## src/rtl/fmul_share_pkg.sv

```systemverilog
// fmul_share_pkg
//   Shared types and constants for the fmul_share_ctrl block: FSM state
//   encoding, the operand-pair struct carried from the requester mux into
//   the core operand registers, and FP32 field helpers used by the optional
//   result-class flags (FMUL_SHARE_FLAGS_EN).
package fmul_share_pkg;

  typedef enum logic [1:0] {
    IDLE  = 2'd0,
    START = 2'd1,
    RUN   = 2'd2,
    DONE  = 2'd3
  } state_t;

  // One operand pair as presented to the multiplier core.
  typedef struct packed {
    logic [31:0] a;
    logic [31:0] b;
  } fmul_op_t;

  localparam logic [7:0]  FP32_EXP_MAX = 8'hFF;
  localparam logic [31:0] FP32_QNAN    = 32'hFFC0_0000;  // NaN pattern the core emits

  // FP32 field layout.
  localparam int FP32_SIGN_BIT = 31;
  localparam int FP32_EXP_LSB  = 23;
  localparam int FP32_EXP_W    = 8;
  localparam int FP32_MAN_W    = 23;

  function automatic logic [FP32_EXP_W-1:0] fp32_exp(input logic [31:0] v);
    return v[FP32_EXP_LSB +: FP32_EXP_W];
  endfunction

  function automatic logic [FP32_MAN_W-1:0] fp32_man(input logic [31:0] v);
    return v[FP32_MAN_W-1:0];
  endfunction

endpackage

```

## src/rtl/fmul_share_ctrl_rr_arb.sv

```systemverilog
// rr_arb
//   Round-robin arbiter. Produces a one-hot grant for the first requester
//   with req set, searching upward from ptr with wrap-around. The grant is
//   purely combinational; ptr moves to the slot after the winner only when
//   the grant is actually taken.
// Ports:
//   clk, rst        clock, synchronous active-high reset (ptr -> 0)
//   req[NREQ]       request vector
//   en              grant enable (low forces gnt to zero)
//   take            the current grant was accepted this cycle
//   gnt[NREQ]       one-hot grant (or zero)
//   gnt_idx         binary index of the granted requester
module rr_arb #(
  parameter int NREQ = 4
) (
  input  logic                    clk,
  input  logic                    rst,
  input  logic [NREQ-1:0]         req,
  input  logic                    en,
  input  logic                    take,
  output logic [NREQ-1:0]         gnt,
  output logic [$clog2(NREQ)-1:0] gnt_idx
);
  localparam int IW = $clog2(NREQ);

  logic [IW-1:0] ptr;
  logic          found;
  int            idx;

  // Walk NREQ slots starting at ptr; first hit wins. idx wraps by a single
  // subtraction since ptr + k < 2*NREQ.
  always_comb begin
    gnt     = '0;
    gnt_idx = '0;
    found   = 1'b0;
    idx     = 0;
    for (int k = 0; k < NREQ; k++) begin
      idx = int'(ptr) + k;
      if (idx >= NREQ) idx = idx - NREQ;
      if (en && !found && req[idx]) begin
        found    = 1'b1;
        gnt[idx] = 1'b1;
        gnt_idx  = IW'(idx);
      end
    end
  end

  always_ff @(posedge clk) begin
    if (rst) begin
      ptr <= '0;
    end else if (take) begin
      ptr <= (gnt_idx == IW'(NREQ - 1)) ? '0 : gnt_idx + 1'b1;
    end
  end

endmodule

```

## src/rtl/fmul_share_ctrl.sv

```systemverilog
// fmul_share_ctrl
//   Shares one fixed-latency FP32 multiplier core among NREQ requesters.
//   IDLE grants one requester round-robin and latches its operands; START
//   pulses mul_rst to restart the core; RUN waits MUL_LAT cycles and
//   captures mul_z; DONE presents the product until rsp_ready. Exactly one
//   operation is in flight at a time.
// Ports:
//   clk, rst                 clock, synchronous active-high reset
//   req_valid/req_ready      per-requester handshake (req_ready one-hot or 0)
//   req_a, req_b             per-requester operands, slice [32*i +: 32]
//   rsp_valid/rsp_ready      response handshake
//   rsp_z, rsp_id            product and issuing requester index
//   rsp_nan/inf/zero         result class flags (only with FMUL_SHARE_FLAGS_EN)
//   mul_rst                  core phase restart, also high during rst
//   mul_a, mul_b             registered core operands
//   mul_z                    core result
// Config macro: FMUL_SHARE_FLAGS_EN adds the rsp_nan/rsp_inf/rsp_zero outputs.
module fmul_share_ctrl
  import fmul_share_pkg::*;
#(
  parameter int NREQ    = 4,
  parameter int MUL_LAT = 8
) (
  input  logic                    clk,
  input  logic                    rst,
  input  logic [NREQ-1:0]         req_valid,
  output logic [NREQ-1:0]         req_ready,
  input  logic [32*NREQ-1:0]      req_a,
  input  logic [32*NREQ-1:0]      req_b,
  output logic                    rsp_valid,
  input  logic                    rsp_ready,
  output logic [31:0]             rsp_z,
  output logic [$clog2(NREQ)-1:0] rsp_id,
`ifdef FMUL_SHARE_FLAGS_EN
  output logic                    rsp_nan,
  output logic                    rsp_inf,
  output logic                    rsp_zero,
`endif
  output logic                    mul_rst,
  output logic [31:0]             mul_a,
  output logic [31:0]             mul_b,
  input  logic [31:0]             mul_z
);
  localparam int IW = $clog2(NREQ);
  localparam int CW = $clog2(MUL_LAT + 1);

  state_t        state, nxt;
  logic [CW-1:0] cnt;
  logic          cnt_last;
  logic          arb_en;
  logic          hs;
  logic [IW-1:0] gnt_idx;
  logic [IW-1:0] id_q;
  fmul_op_t      op_sel, op_q;

  rr_arb #(.NREQ(NREQ)) u_arb (
    .clk     (clk),
    .rst     (rst),
    .req     (req_valid),
    .en      (arb_en),
    .take    (hs),
    .gnt     (req_ready),
    .gnt_idx (gnt_idx)
  );

  assign hs       = |(req_valid & req_ready);
  assign cnt_last = (cnt == CW'(MUL_LAT - 1));

  always_comb begin
    op_sel.a = req_a[32*gnt_idx +: 32];
    op_sel.b = req_b[32*gnt_idx +: 32];
  end

  // State register
  always_ff @(posedge clk) begin
    if (rst) state <= IDLE;
    else     state <= nxt;
  end

  // Next-state logic
  always_comb begin
    nxt = state;
    unique case (state)
      IDLE:    if (hs) nxt = START;
      START:   nxt = RUN;
      RUN:     if (cnt_last) nxt = DONE;
      DONE:    if (rsp_ready) nxt = IDLE;
      default: nxt = IDLE;
    endcase
  end

  // Outputs. rst is folded in so the core is held in restart and nothing is
  // granted or presented while reset is asserted, whatever state it hit.
  always_comb begin
    mul_rst   = rst | (state == START);
    rsp_valid = ~rst & (state == DONE);
    arb_en    = ~rst & (state == IDLE);
  end

  // Wait counter: cleared in START, so in RUN it reads 0..MUL_LAT-1 and the
  // last RUN cycle is the one where mul_z has settled.
  always_ff @(posedge clk) begin
    if (rst)                 cnt <= '0;
    else if (state == START) cnt <= '0;
    else if (state == RUN)   cnt <= cnt + 1'b1;
  end

  // Operand/ID capture at the grant; held until the next grant so the core
  // sees stable inputs for the whole operation.
  always_ff @(posedge clk) begin
    if (rst) begin
      op_q <= '0;
      id_q <= '0;
    end else if (hs) begin
      op_q <= op_sel;
      id_q <= gnt_idx;
    end
  end

  assign mul_a  = op_q.a;
  assign mul_b  = op_q.b;
  assign rsp_id = id_q;

  // Result capture on the final RUN cycle; stays put through DONE.
  always_ff @(posedge clk) begin
    if (rst)                            rsp_z <= '0;
    else if ((state == RUN) && cnt_last) rsp_z <= mul_z;
  end

`ifdef FMUL_SHARE_FLAGS_EN
  logic exp_max, exp_zero, man_zero;
  always_comb begin
    exp_max  = (fp32_exp(mul_z) == FP32_EXP_MAX);
    exp_zero = (fp32_exp(mul_z) == '0);
    man_zero = (fp32_man(mul_z) == '0);
  end

  always_ff @(posedge clk) begin
    if (rst) begin
      rsp_nan  <= 1'b0;
      rsp_inf  <= 1'b0;
      rsp_zero <= 1'b0;
    end else if ((state == RUN) && cnt_last) begin
      rsp_nan  <= exp_max & ~man_zero;
      rsp_inf  <= exp_max & man_zero;
      rsp_zero <= exp_zero & man_zero;
    end
  end
`endif

endmodule

```

## config.mk

```make
export PLATFORM = sky130hd
export DESIGN_NAME = fmul_share_ctrl
export DESIGN_NICKNAME = d
export VERILOG_FILES = /design/src/rtl/fmul_share_pkg.sv /design/src/rtl/fmul_share_ctrl_rr_arb.sv /design/src/rtl/fmul_share_ctrl.sv
export SDC_FILE = /design/constraint.sdc
export NUM_CORES = 1
export LEC_CHECK = 0
export ABC_AREA = 1
export CORE_AREA = 3 3 154 156
export DETAILED_ROUTE_END_ITERATION = 12
export DIE_AREA = 0 0 157 159
export PLACE_DENSITY = 0.71
export SLEW_MARGIN = 15
export SYNTH_ARGS = -nofsm -noshare
export SYNTH_HDL_FRONTEND = slang
export SYNTH_SLANG_ARGS = --single-unit
```

## constraint.sdc

```tcl
create_clock -name clk -period 5.8 [get_ports clk]
set_input_delay 1.16 -clock clk [delete_from_list [all_inputs] [get_ports clk]]
set_output_delay 1.16 -clock clk [all_outputs]
set_load 0.02 [all_outputs]
```

# After elaboration in Yosys (flattened, before gate mapping)
# Cells that the tools add are included.
# totals
inputBits	295
ff_bits	106
word_cells	105
out_inout_bits	104
# op_classes
n_mux	40
eq_ne	8
bitwise_logic	8
shifts	2
n_addsub	9
magnitude_cmp	12
reduce_logical	19
# op_table
cell	n
indexed part select 128 x 8 -> 32 bit	2
>= comparator 32 x 1 -> 1 bit, second input constant	4
less-than comparator 32 x 4 -> 1 bit, second input constant	4
two-way mux 32 bit	4
>= comparator 32 x 4 -> 1 bit, second input constant	3
subtractor 32 x 4 -> 32 bit, second input constant	3
two-way mux 2 bit	8
two-way mux 4 bit	4
two-way mux 1 bit	15
logical AND 1 bit	12
bitwise OR 4 bit	3
binary-select mux 1 bit (select 2 bit)	4
demux 1 bit (select 2 bit)	4
one-hot mux 2 bit (4 select lines)	1
adder 2 x 2 -> 3 bit, second input constant	2
== test 2 bit, second input constant	3
inequality test 2 bit, second input constant	3
adder 4 x 1 -> 4 bit, second input constant	1
bitwise AND 4 bit	1
== test 4 x 3 -> 1 bit, second input constant	1
OR reduction 4 bit	1
subtractor 2 x 3 -> 4 bit, second input constant	1
adder 2 x 1 -> 3 bit, second input constant	1
>= comparator 2 x 3 -> 1 bit, second input constant	1
other kinds (9)	12

# Logic depth before layout (Yosys ltp)
# depth
ltp_word	23
ltp_mapped	20
depth_no_buf	17

# Hierarchy
# Synthesis repeated with hierarchy kept, for this count alone.
# hier_totals
cells_unflattened	928
hier_area_um2	6098.3
# modules_own_cells
mod	seq_area_each_um2	cells_each	instances	area_per_inst_um2
fmul_share_ctrl	2082.0	848	1	5569.1
rr_arb	40.0	80	1	529.3

# Worst setup path before layout
# OpenSTA, ideal clock, no wires.
# synth_timing
kind	input to output
startpoint	input port req_valid[3]
endpoint	output port req_ready[0]
n_path_buf	1
t_arrival_ps	2029
slack_ps	2611
path_stages	8
cell_sequence	nand2_1 > nand3_2 > nand2_2 > nand2_2 > nor2_2 > buf_6 > nand3_1 > nand3_1
# synth_via
elab_chain_cells	17
elab_cells_between_ends	32
# synth_lines
element	line	rtl
start: declaration	fmul_share_ctrl.sv:26	input logic [NREQ-1:0] req_valid,
binary-select mux 1 bit (select 2 bit)	fmul_share_ctrl_rr_arb.sv:40	if (en && !found && req[idx]) begin
two-way mux 1 bit (implied by the code) (2 in a row)	fmul_share_ctrl_rr_arb.sv:40	
logical AND 1 bit	fmul_share_ctrl_rr_arb.sv:40	
two-way mux 1 bit	fmul_share_ctrl_rr_arb.sv:40	
logical NOT 1 bit	fmul_share_ctrl_rr_arb.sv:40	
logical AND 1 bit (2 in a row)	fmul_share_ctrl_rr_arb.sv:40	
two-way mux 1 bit	fmul_share_ctrl_rr_arb.sv:40	
logical NOT 1 bit	fmul_share_ctrl_rr_arb.sv:40	
logical AND 1 bit (2 in a row)	fmul_share_ctrl_rr_arb.sv:40	
two-way mux 1 bit	fmul_share_ctrl_rr_arb.sv:40	
logical NOT 1 bit	fmul_share_ctrl_rr_arb.sv:40	
logical AND 1 bit (2 in a row)	fmul_share_ctrl_rr_arb.sv:40	
two-way mux 4 bit (*)	fmul_share_ctrl_rr_arb.sv:40	
end: declaration	fmul_share_ctrl.sv:27	output logic [NREQ-1:0] req_ready,
# Every way passes the cells marked *; elsewhere a longest branch is shown, timed or not. The select of a mux whose other input is x is not followed.

# Worst setup path after layout
# layout_timing
startpoint	input port rst
endpoint	output port req_ready[3]
# layout_via
elab_chain_cells	16
elab_cells_between_ends	22
# layout_lines
element	line	rtl
start: declaration	fmul_share_ctrl.sv:25	input logic rst,
NOT 1 bit (*)	fmul_share_ctrl.sv:97	arb_en = ~rst & (state == IDLE);
bitwise AND 1 bit (*)	fmul_share_ctrl.sv:97	
logical AND 1 bit	fmul_share_ctrl_rr_arb.sv:40	
two-way mux 1 bit	fmul_share_ctrl_rr_arb.sv:40	
logical NOT 1 bit	fmul_share_ctrl_rr_arb.sv:40	
logical AND 1 bit (2 in a row)	fmul_share_ctrl_rr_arb.sv:40	
two-way mux 1 bit	fmul_share_ctrl_rr_arb.sv:40	
logical NOT 1 bit	fmul_share_ctrl_rr_arb.sv:40	
logical AND 1 bit (2 in a row)	fmul_share_ctrl_rr_arb.sv:40	
two-way mux 1 bit	fmul_share_ctrl_rr_arb.sv:40	
logical NOT 1 bit	fmul_share_ctrl_rr_arb.sv:40	
logical AND 1 bit (2 in a row)	fmul_share_ctrl_rr_arb.sv:40	
two-way mux 4 bit (*)	fmul_share_ctrl_rr_arb.sv:40	
# Every way passes the cells marked *; elsewhere a longest branch is shown, timed or not.

==> results.cfg <==
[timing]
tightest_slew_ns = 1.161
whs_ns = 0.4731
period_share_pct = 77.52
fmax_mhz = 222.4
slew_headroom_pct = 22.58
clock_skew_ns = 0.01542
setup_viol = 0
hold_viol = 0
fin_crit_ns = 4.496
grt_setup_unrepaired = no
slew_viol_final = 0
tns_ns = 0

[routing]
drc = 0
ant_nets = 0
viasPerCell = 4.494
drt_iter0_drc = 368
drt_pass1_iterations = 6
wl_per_cell_um = 14.24
routed_wl_mm = 26.91
vias = 8490

[pwr]
ir_drop_uv = 240.2
p_per_area_nw_per_um2 = 383.5
p_leak_nw = 5.470

[synthesis]
syn_nets = 1566
ys_ff_latch = 106
netlist-cell-type-count = 24
netlist_instances = 1257
synth_edf_count = 0
synth_area_per_cell_um2 = 5.679
yosys_warnings = 0
synthArstFlopShare_pct = 0
synthesis.area_um2 = 7138
synth_seq_area_share_pct = 29.73
synth_flop_cell = dfxtp_1

[final_layout]
layout.nets = 1908
seq_area_um2 = 2122
syn2layout_area_growth_pct = 60.12
n_antenna_cell = 0
drive_gt1_share_pct = 2.494
nFillCells = 2335
multiInputGateArea_um2 = 3776

[clock_network]
insertion_delay_ns = 0.36
ctsHoldBuffers = 0
cts-buffers-inserted = 9
cts_buffer_depth = 2
root_buffer = clkbuf_16
cts_resized = 0
clkTransAtPathRegs_ns = 0.08
htree_levels = 3
cts.sinks = 106
cts_setup_buffers = 0
cts_tree = yes

[setup_path]
crit_fanout = 11
cpPeakStageDelay_ns = 0.63
end_kind = output port
reg2reg_depth = 17
crit_required_ns = 4.64
startpoint_type = input port
crit_path_top_delay_cell = clkdlybuf4s50_1
cp_cell_sequence = clkdlybuf4s50_1, nor2_1, nand2_2, nor2_2, nand3_1, nand3_1, clkdlybuf4s50_1
critPathArrivalTime_ns = 3.34
critical_path_class = input port to output port

[place]
port_buffers = 398
routabilityCongestion = 0.8775
hpwl_mm = 19.79

[global_routing]
antenna_found_initial = 0
grt_pass1_wl_mm = 41.70
globalRoute.totalOverflow = 0
first_global_vias = 7918
globalRouteTotalUtil_pct = 20.54
grt_max_degree = 143

[floorplan]
die_w_um = 157
core-area_um2 = 22500
dieArea_um2 = 24960
die_h_um = 159
initial_core_util_pct = 31.72
std_cell_rows = 55
ioPinCount = 399

[status]
status = completed

[min_path]
hold_class = flop to flop
worstHoldPathCells = 2

[job]
maxCapViolations = 0
-- cell type report --
class	instances	area share [%]
flip-flops and latches	106	18.57
inverters	216	7.094
clock buffers	9	1.970
repair buffers	405	35.53
multi-input cells	861	33.04
well taps	285	3.120
clock inverters	7	0.6787
-- synthesized netlist by cell type, types with 2 or more instances --
cell	instances	area, µm²
buf_6	14	157.7
clkbuf_1	28	105.1
nand3_1	89	445.4
nand4_1	4	25.02
nand2_1	356	1336
nand2_2	6	37.54
o21ai_0	118	590.6
buf_2	19	95.09
inv_2	3	11.26
inv_1	213	799.5
nor2_2	2	12.51
ha_1	14	175.2
dfxtp_1	106	2122
a21oi_1	8	40.04
o21ai_1	49	245.2
nor2_1	209	784.5
buf_4	11	82.58
nand3_2	2	20.02
-- worst paths after layout --
check	start	end	slack, ns
max	rst	req_ready[3]	1.30
min	rsp_id[1]$_SDFFE_PP0P_	rsp_id[1]$_SDFFE_PP0P_	0.47
max reg2reg	u_arb.ptr[1]$_SDFFE_PP0P_	mul_a[24]$_SDFFE_PP0P_	1.80
min reg2reg	rsp_id[1]$_SDFFE_PP0P_	rsp_id[1]$_SDFFE_PP0P_	0.47
-- cell families (layout without fill, tap and decap cells) --
family          Yosys count  after routing  synth area share, %
xor+xnor                  1              1               0.1227
simple gates            671            671                37.63
compound gates          175            175                12.27
fa+ha+maj                14             14                2.454
buf+inv                 290            637                17.79
flops                   106            106                29.73
-- per-stage QoR --
stage               instance area (µm²)  setup slack (ns)  utilization (%)  std cells  total power [mW]
floorplan                          7138             2.611                -       1257             2.856
global placement                  11130             1.336            49.45       1873             3.766
detailed placement                11130             1.297            49.45       1873             3.777
CTS                               11430             1.295            50.79       1889             4.437
global route                      11430             1.050            50.79       1889             4.761
finish                            11430             1.304            50.79       1889             4.384
-- power by group --
| part | total (mW) | internal (mW) | switching, mW |
|---|---|---|---|
| logic | 2.69 | 1.05 | 1.64 |
| clock network | 0.634 | 0.308 | 0.326 |
| registers | 1.06 | 0.941 | 0.123 |
-- sequential cells by signal, summed over array words and instances (netlist names) --
name	flops
cnt	4
mul_a	32
mul_b	32
rsp_id	2
rsp_z	32
state	2
u_arb.ptr	2
-- metal layers --
layer  global-route usage, %  routed length, µm  vias up
met5                       0                  0        -
met2                   37.31              13560      235
met3                   4.186               1677       28
met1                   24.49              11150     3760
li1                        -                  -     4467
met4                   5.014                515        0
-- placed cells by master, fill, tap and decap left out, drive strengths merged --
cell type      synthesis  final
clkdlybuf4s50          0    398
nand2                362    362
inv                  216    220
nor2                 212    212
o21ai                167    167
dfxtp                106    106
nand3                 91     91
ha                    14     14
clkbuf                28      9
a21oi                  8      8
buf                   46      7
nand4                  4      4
clkinv                 0      2
and2                   1      1
nand3b                 1      1
xor2                   1      1
clkinvlp               0      1
-- worst max-delay path, delay by kind of cell --
kind | cells | cell delay (ns)
and+or+nand+nor | 5 | 0.97
buffers and inverters | 2 | 1.18
No activity file was read; power rests on OpenSTA's default activity.
